$ cat src/rtl/mat_vec_engine_pkg.sv
// -----------------------------------------------------------------------------
// mat_vec_pkg
// Shared definitions for the matrix-vector engine: default geometry constants
// and the FSM state encoding. The encoding is visible on the `state` output
// (LEDR display), so the numeric values are fixed and must not change.
// -----------------------------------------------------------------------------
package mat_vec_pkg;

  localparam int DEF_ROWS   = 8;
  localparam int DEF_COLS   = 8;
  localparam int DEF_DATA_W = 8;
  localparam int DEF_ACC_W  = 24;

  typedef enum logic [2:0] {
    ST_IDLE    = 3'd0,
    ST_FETCH   = 3'd1,
    ST_COMPUTE = 3'd2,
    ST_DONE    = 3'd3
  } state_t;

endpackage

$ cat src/rtl/mat_vec_engine_if.sv
// -----------------------------------------------------------------------------
// mat_vec_engine_if
// Bundles the command, beat-stream and result signals of mat_vec_engine.
//   start/acc_mode          : operation request (acc_mode sampled with start)
//   in_valid/in_ready       : beat handshake
//   in_a (ROWS*DATA_W)      : one column of A, row i at [i*DATA_W +: DATA_W]
//   in_b (DATA_W)           : matching vector element
//   res_valid/res_ready     : result handshake
//   result (ROWS*ACC_W)     : row accumulators, row i at [i*ACC_W +: ACC_W]
//   overflow (ROWS)         : sticky per-row carry-out flags
// master = producer/consumer side (testbench or host), slave = the engine.
// -----------------------------------------------------------------------------
interface mat_vec_engine_if
  import mat_vec_pkg::*;
#(
  parameter int ROWS   = DEF_ROWS,
  parameter int DATA_W = DEF_DATA_W,
  parameter int ACC_W  = DEF_ACC_W
);

  logic                    start;
  logic                    acc_mode;
  logic                    in_valid;
  logic                    in_ready;
  logic [ROWS*DATA_W-1:0]  in_a;
  logic [DATA_W-1:0]       in_b;
  logic                    res_valid;
  logic                    res_ready;
  logic [ROWS*ACC_W-1:0]   result;
  logic [ROWS-1:0]         overflow;

  modport master (
    output start, acc_mode, in_valid, in_a, in_b, res_ready,
    input  in_ready, res_valid, result, overflow
  );

  modport slave (
    input  start, acc_mode, in_valid, in_a, in_b, res_ready,
    output in_ready, res_valid, result, overflow
  );

endinterface

$ cat src/rtl/mat_vec_engine_mac_lane.sv
// -----------------------------------------------------------------------------
// mac_lane
// One row of the engine: a product register followed by an accumulator.
//   clk, rst     : clock and synchronous active-high reset
//   i_clear      : clear accumulator and overflow flag
//   i_load       : capture i_a*i_b into the product register this edge
//   i_a, i_b     : unsigned operands
//   o_acc        : accumulator value (wraps modulo 2^ACC_W)
//   o_overflow   : sticky carry-out of the accumulator
// A product captured at edge N is added at edge N+1; r_add_pending tracks
// that a fresh product is waiting, so stalls in the beat stream never cause
// a product to be added twice or skipped.
// -----------------------------------------------------------------------------
module mac_lane #(
  parameter int DATA_W = 8,
  parameter int ACC_W  = 24
) (
  input  logic              clk,
  input  logic              rst,
  input  logic              i_clear,
  input  logic              i_load,
  input  logic [DATA_W-1:0] i_a,
  input  logic [DATA_W-1:0] i_b,
  output logic [ACC_W-1:0]  o_acc,
  output logic              o_overflow
);

  localparam int PROD_W = 2 * DATA_W;

  logic [PROD_W-1:0] r_prod;
  logic              r_add_pending;
  logic [ACC_W-1:0]  r_acc;
  logic              r_overflow;

  logic [PROD_W-1:0] w_prod;
  logic [ACC_W:0]    w_sum;

  // Operands widened first so the multiply is evaluated at full product width.
  assign w_prod = {{DATA_W{1'b0}}, i_a} * {{DATA_W{1'b0}}, i_b};

  // One extra bit on the left captures the carry-out used for overflow.
  assign w_sum = {1'b0, r_acc} + {{(ACC_W - PROD_W + 1){1'b0}}, r_prod};

  always_ff @(posedge clk) begin
    if (rst) begin
      r_prod        <= '0;
      r_add_pending <= 1'b0;
      r_acc         <= '0;
      r_overflow    <= 1'b0;
    end else begin
      if (i_load) begin
        r_prod <= w_prod;
      end
      r_add_pending <= i_load;

      // Clear wins: it only happens on a start from IDLE, when no product
      // can still be pending, but priority keeps the behaviour well defined.
      if (i_clear) begin
        r_acc      <= '0;
        r_overflow <= 1'b0;
      end else if (r_add_pending) begin
        r_acc <= w_sum[ACC_W-1:0];
        if (w_sum[ACC_W]) begin
          r_overflow <= 1'b1;
        end
      end
    end
  end

  assign o_acc      = r_acc;
  assign o_overflow = r_overflow;

endmodule

$ cat src/rtl/mat_vec_engine.sv
// -----------------------------------------------------------------------------
// mat_vec_engine
// Streams COLS beats (one column of A plus one element of b per beat) and
// accumulates A*b into ROWS parallel MAC lanes.
//   clk, rst : clock and synchronous active-high reset (reset has priority)
//   bus      : mat_vec_engine_if slave port (command, beats, results)
//   state    : current FSM encoding (IDLE=0 FETCH=1 COMPUTE=2 DONE=3)
// Flow: IDLE --start--> FETCH --COLS beats--> COMPUTE --> DONE --res_ready--> IDLE
// COMPUTE exists so that the add of the final product lands before DONE,
// giving res_valid two cycles after the edge that took the last beat.
// -----------------------------------------------------------------------------
module mat_vec_engine
  import mat_vec_pkg::*;
#(
  parameter int ROWS   = DEF_ROWS,
  parameter int COLS   = DEF_COLS,
  parameter int DATA_W = DEF_DATA_W,
  parameter int ACC_W  = DEF_ACC_W
) (
  input  logic             clk,
  input  logic             rst,
  mat_vec_engine_if.slave  bus,
  output logic [2:0]       state
);

  localparam int CNT_W = $clog2(COLS + 1);

  state_t           r_state;
  state_t           w_state_next;
  logic [CNT_W-1:0] r_beat_cnt;

  logic w_start_accept;
  logic w_clear;
  logic w_beat_accept;
  logic w_last_beat;

  // Start is only honoured in IDLE; anywhere else it is ignored entirely,
  // including its clearing side effect.
  assign w_start_accept = (r_state == ST_IDLE) && bus.start;
  assign w_clear        = w_start_accept && !bus.acc_mode;
  assign w_beat_accept  = (r_state == ST_FETCH) && bus.in_valid;
  assign w_last_beat    = (r_beat_cnt == CNT_W'(COLS - 1));

  // ---------------------------------------------------------------------------
  // FSM
  // ---------------------------------------------------------------------------
  always_ff @(posedge clk) begin
    if (rst) begin
      r_state <= ST_IDLE;
    end else begin
      r_state <= w_state_next;
    end
  end

  always_comb begin
    w_state_next = r_state;
    case (r_state)
      ST_IDLE: begin
        if (bus.start) begin
          w_state_next = ST_FETCH;
        end
      end
      ST_FETCH: begin
        if (w_beat_accept && w_last_beat) begin
          w_state_next = ST_COMPUTE;
        end
      end
      ST_COMPUTE: begin
        w_state_next = ST_DONE;
      end
      ST_DONE: begin
        if (bus.res_ready) begin
          w_state_next = ST_IDLE;
        end
      end
      default: begin
        w_state_next = ST_IDLE;
      end
    endcase
  end

  // ---------------------------------------------------------------------------
  // Beat counter: zeroed on every FETCH entry, advances only on acceptance
  // so in_valid gaps never lose or duplicate a beat.
  // ---------------------------------------------------------------------------
  always_ff @(posedge clk) begin
    if (rst) begin
      r_beat_cnt <= '0;
    end else if (w_start_accept) begin
      r_beat_cnt <= '0;
    end else if (w_beat_accept) begin
      r_beat_cnt <= r_beat_cnt + CNT_W'(1);
    end
  end

  // ---------------------------------------------------------------------------
  // MAC lanes, one per output row
  // ---------------------------------------------------------------------------
  logic [ACC_W-1:0] w_lane_acc [ROWS];
  logic [ROWS-1:0]  w_lane_ovf;

  genvar gi;
  generate
    for (gi = 0; gi < ROWS; gi++) begin : g_lane
      mac_lane #(
        .DATA_W (DATA_W),
        .ACC_W  (ACC_W)
      ) u_lane (
        .clk        (clk),
        .rst        (rst),
        .i_clear    (w_clear),
        .i_load     (w_beat_accept),
        .i_a        (bus.in_a[gi*DATA_W +: DATA_W]),
        .i_b        (bus.in_b),
        .o_acc      (w_lane_acc[gi]),
        .o_overflow (w_lane_ovf[gi])
      );

      assign bus.result[gi*ACC_W +: ACC_W] = w_lane_acc[gi];
    end
  endgenerate

  assign bus.overflow  = w_lane_ovf;
  assign bus.in_ready  = (r_state == ST_FETCH);
  assign bus.res_valid = (r_state == ST_DONE);
  assign state         = r_state;

endmodule

$ cat src/flat_wrapper.sv
// flat-port wrapper written by rule: the top's interface ports become plain ports
module mat_vec_engine_flat import mat_vec_pkg::*;
#(
  parameter int ROWS   = DEF_ROWS,
  parameter int COLS   = DEF_COLS,
  parameter int DATA_W = DEF_DATA_W,
  parameter int ACC_W  = DEF_ACC_W
)
  (clk, rst, state, bus_start, bus_acc_mode, bus_in_valid, bus_in_a, bus_in_b, bus_res_ready, bus_in_ready, bus_res_valid, bus_result, bus_overflow);
  mat_vec_engine_if #(.ROWS(ROWS), .DATA_W(DATA_W), .ACC_W(ACC_W)) bus_i ();
  input  logic clk;
  input  logic rst;
  output logic [2:0] state;
  input wire logic [$bits(bus_i.start)-1:0] bus_start;
  input wire logic [$bits(bus_i.acc_mode)-1:0] bus_acc_mode;
  input wire logic [$bits(bus_i.in_valid)-1:0] bus_in_valid;
  input wire logic [$bits(bus_i.in_a)-1:0] bus_in_a;
  input wire logic [$bits(bus_i.in_b)-1:0] bus_in_b;
  input wire logic [$bits(bus_i.res_ready)-1:0] bus_res_ready;
  output wire logic [$bits(bus_i.in_ready)-1:0] bus_in_ready;
  output wire logic [$bits(bus_i.res_valid)-1:0] bus_res_valid;
  output wire logic [$bits(bus_i.result)-1:0] bus_result;
  output wire logic [$bits(bus_i.overflow)-1:0] bus_overflow;
  assign bus_i.start = bus_start;
  assign bus_i.acc_mode = bus_acc_mode;
  assign bus_i.in_valid = bus_in_valid;
  assign bus_i.in_a = bus_in_a;
  assign bus_i.in_b = bus_in_b;
  assign bus_i.res_ready = bus_res_ready;
  assign bus_in_ready = bus_i.in_ready;
  assign bus_res_valid = bus_i.res_valid;
  assign bus_result = bus_i.result;
  assign bus_overflow = bus_i.overflow;
  mat_vec_engine #(.ROWS(ROWS), .COLS(COLS), .DATA_W(DATA_W), .ACC_W(ACC_W)) u_core (.clk(clk), .rst(rst), .bus(bus_i), .state(state));
endmodule
$ cat config.mk
export PLATFORM = sky130hd
export DESIGN_NAME = mat_vec_engine_flat
export DESIGN_NICKNAME = d
export VERILOG_FILES = /design/src/rtl/mat_vec_engine_pkg.sv /design/src/rtl/mat_vec_engine_if.sv /design/src/rtl/mat_vec_engine_mac_lane.sv /design/src/rtl/mat_vec_engine.sv /design/src/flat_wrapper.sv
export SDC_FILE = /design/constraint.sdc
export NUM_CORES = 2
export LEC_CHECK = 0
export BUFFER_PORTS_ARGS = -buffer_cell sky130_fd_sc_hd__buf_4
export CORE_MARGIN = 10
export CORE_UTILIZATION = 40
export DETAILED_ROUTE_END_ITERATION = 6
export SLEW_MARGIN = 20
export SYNTH_ARGS = -nofsm -noshare
export SYNTH_HDL_FRONTEND = slang
export SYNTH_SLANG_ARGS = --single-unit
$ cat constraint.sdc
create_clock -name clk -period 10.9 [get_ports clk]
set_input_delay 2.18 -clock clk [delete_from_list [all_inputs] [get_ports clk]]
set_output_delay 2.18 -clock clk [all_outputs]
set_load 0.01 [all_outputs]
==> metrics.sh <==
PLACED_CELLS_INCL_TAPS=5586
GRT_UTIL_MET3_PCT=3.54
R2R_START='u_core.g_lane[2].u_lane.r_add_pending'
TIMING.FMAX_MHz=150
WORST_HOLD_STARTPOINT='u_core.g_lane[4].u_lane.o_overflow'
P_SW_SHARE_PCT=42.8
SYN_AREA_UM2=35700
CTS_ROOT_BUFFER='clkbuf_16'
HIGHEST_FANOUT_SEEN_ON_THE_CRITICAL_PATH=40
GROUTE.LAYER.MET2.USAGE_PCT=29.6
CTS-RESIZED-GATES=0
CRIT_START='bus_in_b[2]'
AVGROUTEDWIREPERCELL_UM=18.5
ANTENNA_CELLS=0
SHARE_SEQ_OF_TOTAL_POWER_PCT=24.9
CP-START-KIND='input pin'
DIE_WIDTH_UM=319
CTS.REPAIR_TIMING.SETUP_BUFFER_COUNT=0
FIRST_GLOBAL_VIAS=29500
CLOCKPOWERSHARE_PCT=24.5
PLACE_HPWL_MM=79.6
FINALCRITPERIODSHARE_PCT=61.1
DIE-AREA_UM2=102000
YOSYSTOPAREACELLSHARE_PCT=18.8
INITIALDRTVIOLATIONCOUNT=1951
SYNTH_CELLS=4304
NETSWITCHINGPOWER_W=0.00261
ROWS=109
CTS.PATH.MAX_BUFFERS=3
CP_CELL_SEQUENCE='buf_4 -> buf_4 -> nand2_1 -> fa_1 -> fa_1 -> inv_1 -> fa_1 -> inv_1 -> fa_1 -> inv_1 -> ha_1 -> o21a_1 -> a2111oi_0 -> nor3b_1 -> a221oi_1 -> or3_1 -> a31oi_1'
TOTALWIRELENGTH_MM=105
MET1_USAGE_GRT_PCT=30.6
CTS.SINKS=335
SYNTH_FP_NETS=5099
AVGSYNTHCELLAREA_UM2=8.30
YS_SEQ_AREA_SHARE_PCT=18.8
NETS=5261
VIAS=30300
CRIT_PATH_TOP_DELAY_CELL='a2111oi_0'
IRDROPWORSTVDD_mV=0.0991
SYNTH.FF_LATCH_COUNT=335
FINAL_WEIGHTED_CONGESTION_IN_ROUTABILITY_DRIVEN_PLACEMENT=0.855
SYNTH_FF_TYPE='dfxtp_1'
GRT_OVERFLOW_TOTAL=0
SETUP_VIOLATIONS=0
LAYOUT.CELL_AREA.NON_FILLER_UM2=40200
TIMING.FINAL.HOLD_VIOLATIONS=0
P_PER_AREA_nW_PER_UM2=152
MAX_SLEW.WORST_PIN.SLEW_PS=1030
SYNTH.LIB_CELLS_USED.DISTINCT=88
POSTROUTEANTENNANETS=0
DETAIL_ROUTE.DRC_VIOLATIONS=0
PLACEMENT.CELL_AREA_UM2=38700
WORST_SKEW_PAIR.LATE_LATENCY_PS=570
MAX_SLEW_HEADROOM_PCT=31.5
CTS-HTREE-LEVELS=2
WIRE_LENGTH_OF_THE_FIRST_GLOBAL_ROUTING_PASS_MM=168
FINAL_PERIOD_MINUS_WORST_SETUP_SLACK_PS=6660
GRT_USE_TOTAL_PCT=20.2
START_UTIL_PCT=40.4
MOST_UTILIZED_LAYER_IN_THE_GLOBAL_ROUTE_RESULT='met1'
SYNTHARSTFLOPSHARE_PCT=0
SYNTH_AREA_LEADERS='dfxtp_1, fa_1, ha_1'
NETLIST.TOP_CELL.BY_AREA='dfxtp_1'
CTS_TREE='yes'
ENDPOINT_KIND='flip-flop'
RESULT_OF_THE_RUN='finished, final reports clean'
YOSYS_WARNINGS=0
POWER.LEAKAGE_nW=18.7
FILLERS=8748
PWR-SHARE-COMB_PCT=50.6
GRT_MAX_DEGREE=85
PLACE.PORT_BUFFERS=281
POST_LAYOUT_NONFILLER_INSTANCES=5663
DIE_HEIGHT_UM=319
ANTENNA_FOUND_INITIAL=4
FINAL.SETUP_SKEW_PS=28.0
CORE_AREA_UM2=88500
WORST_EP_ARRIVAL_TIME_PS=7070
GRT_SETUP_UNREPAIRED='false'
CTS-BUFFERS-INSERTED=43
DELAY_CONTRIBUTED_BY_THE_SLOWEST_STAGE_OF_THE_CRITICAL_PATH_PS=620
MAXCAPVIOLCOUNT=0
HOLDBUFCOUNTCTS=0
UTILIZATION_PCT=45.4
FIRSTDRTPASSITERS=5
WORST_EP_REQUIRED_TIME_PS=11310
CLOCK_TRANSITION_AT_PATH_REGS_PS=50
MAXSLEWVIOLCOUNT=0
MIN-DELAY-PATH-CLASS='flip-flop to flip-flop'
INTERNAL_POWER_W=0.00349
FINAL_LAYOUT_SIZE_SUFFIX_GT1_SHARE_PCT=9.34
PATH_COMMON_CELL='fa_1'
POWER_W=0.00611
CRITPATHKIND='input pin to flip-flop'
NUMBER_OF_ENABLE_FLIP_FLOP_CELLS_AFTER_SYNTHESIS=0
AREA_GROWTH_SYN_TO_LAYOUT_PCT=12.5
IO-PIN-COUNT=283
VIASPERCELL=5.36
FIN_SETUP_TNS_PS=0
## final timing paths
check                                                     endpoint  slack, ps  depth (start not counted)
worst max-delay path            u_core.g_lane[3].u_lane.r_prod[14]       4240                         17
worst min-delay path            u_core.g_lane[4].u_lane.o_overflow        450                          2
worst max register to register   u_core.g_lane[3].u_lane.o_acc[12]       7340                          7
worst min register to register  u_core.g_lane[4].u_lane.o_overflow        450                          2
## cell type report
type,count,area [um2],share of cell area (%)
multi-input cells,3324,26600,66.2
flip-flops and latches,335,6710,16.7
repair buffers,298,2240,5.57
inverters,464,1740,4.34
well taps,1165,1460,3.63
clock buffers,62,1260,3.13
clock inverters,15,196,0.489
## flip-flops by register name (all words and copies together) (netlist names)
signal,flops
u_core.g_lane.u_lane.o_acc,192
u_core.g_lane.u_lane.r_prod,128
u_core.g_lane.u_lane.o_overflow,8
u_core.r_beat_cnt,4
u_core.state,2
u_core.g_lane.u_lane.r_add_pending,1
## power groups by stage
stage / sequential, W / clock [W] / combinational [W]
after floorplan: 0.00145 / 0 / 0.00229
after global placement: 0.00154 / 0 / 0.00302
after detailed placement: 0.00154 / 0 / 0.00305
after CTS: 0.00151 / 0.00153 / 0.00308
after global routing: 0.00153 / 0.00158 / 0.00353
final: 0.00152 / 0.00149 / 0.00309
## per-layer routing
layer / wire length [um] / up-vias
met5: 0 / -
met4: 1850 / 0
li1: - / 14900
met2: 42500 / 660
met3: 6300 / 94
met1: 54000 / 14700
## worst max-delay path, delay by kind of cell
family | cells | cell delay [ps]
compound gates | 4 | 1170
fa+ha+maj | 5 | 2320
buf+inv | 5 | 900
simple gates | 3 | 470
## Yosys cell counts, drive strengths merged, types with 11 or more instances
| library cell | number |
|---|---|
| inv | 461 |
| and2 | 429 |
| nand2 | 425 |
| ha | 421 |
| dfxtp | 335 |
| fa | 296 |
| a21oi | 275 |
| nor2 | 258 |
| o21ai | 168 |
| clkbuf | 148 |
| xnor2 | 91 |
| nand3 | 90 |
| a21o | 88 |
| a211oi | 67 |
| mux2i | 54 |
| nor3 | 52 |
| and3 | 51 |
| o21a | 47 |
| a31oi | 41 |
| or2 | 39 |
| xor2 | 37 |
| o211ai | 35 |
| buf | 33 |
| or3 | 31 |
| nor4b | 30 |
| nor2b | 28 |
| nand2b | 25 |
| or4 | 23 |
| a311oi | 18 |
| o21bai | 17 |
| o31ai | 17 |
| nand4 | 16 |
| o31a | 12 |
| a32o | 11 |
## logic make-up (layout without fill, tap and decap cells)
logic type | count (synthesis) | count (layout) | share of synthesized area (%)
AND/OR/NAND/NOR | 1531 | 1531 | 22.0
buffers and inverters | 645 | 839 | 6.89
AO/OA/AOI/OAI | 889 | 889 | 16.2
adder cells (fa/ha/maj) | 717 | 717 | 31.3
XOR/XNOR | 128 | 128 | 3.14
flip-flops | 335 | 335 | 18.8
multiplexers | 58 | 58 | 1.64
other | 1 | 1 | 0.0105
## through the flow
step	hold slack [ps]	worst slack, ps
2_1_floorplan	421	4310
3_3_place_gp	439	3760
3_5_place_dp	446	3710
4_1_cts	455	4330
5_1_grt	476	3870
6_report	451	4240
## placed cells by master, fill, tap and decap left out, types with 50 or more instances in the layout
| master | count |
|---|---|
| a21oi_1 | 275 |
| ha_1 | 421 |
| a21o_1 | 88 |
| nand3_1 | 90 |
| nand2_1 | 424 |
| and2_1 | 428 |
| fa_1 | 296 |
| a211oi_1 | 66 |
| inv_1 | 460 |
| mux2i_1 | 54 |
| xnor2_1 | 91 |
| o21ai_1 | 74 |
| buf_4 | 298 |
| o21ai_0 | 92 |
| dfxtp_1 | 334 |
| and3_1 | 50 |
| nor2_1 | 254 |
| nor3_1 | 51 |
No activity file was read; power rests on OpenSTA's default activity.
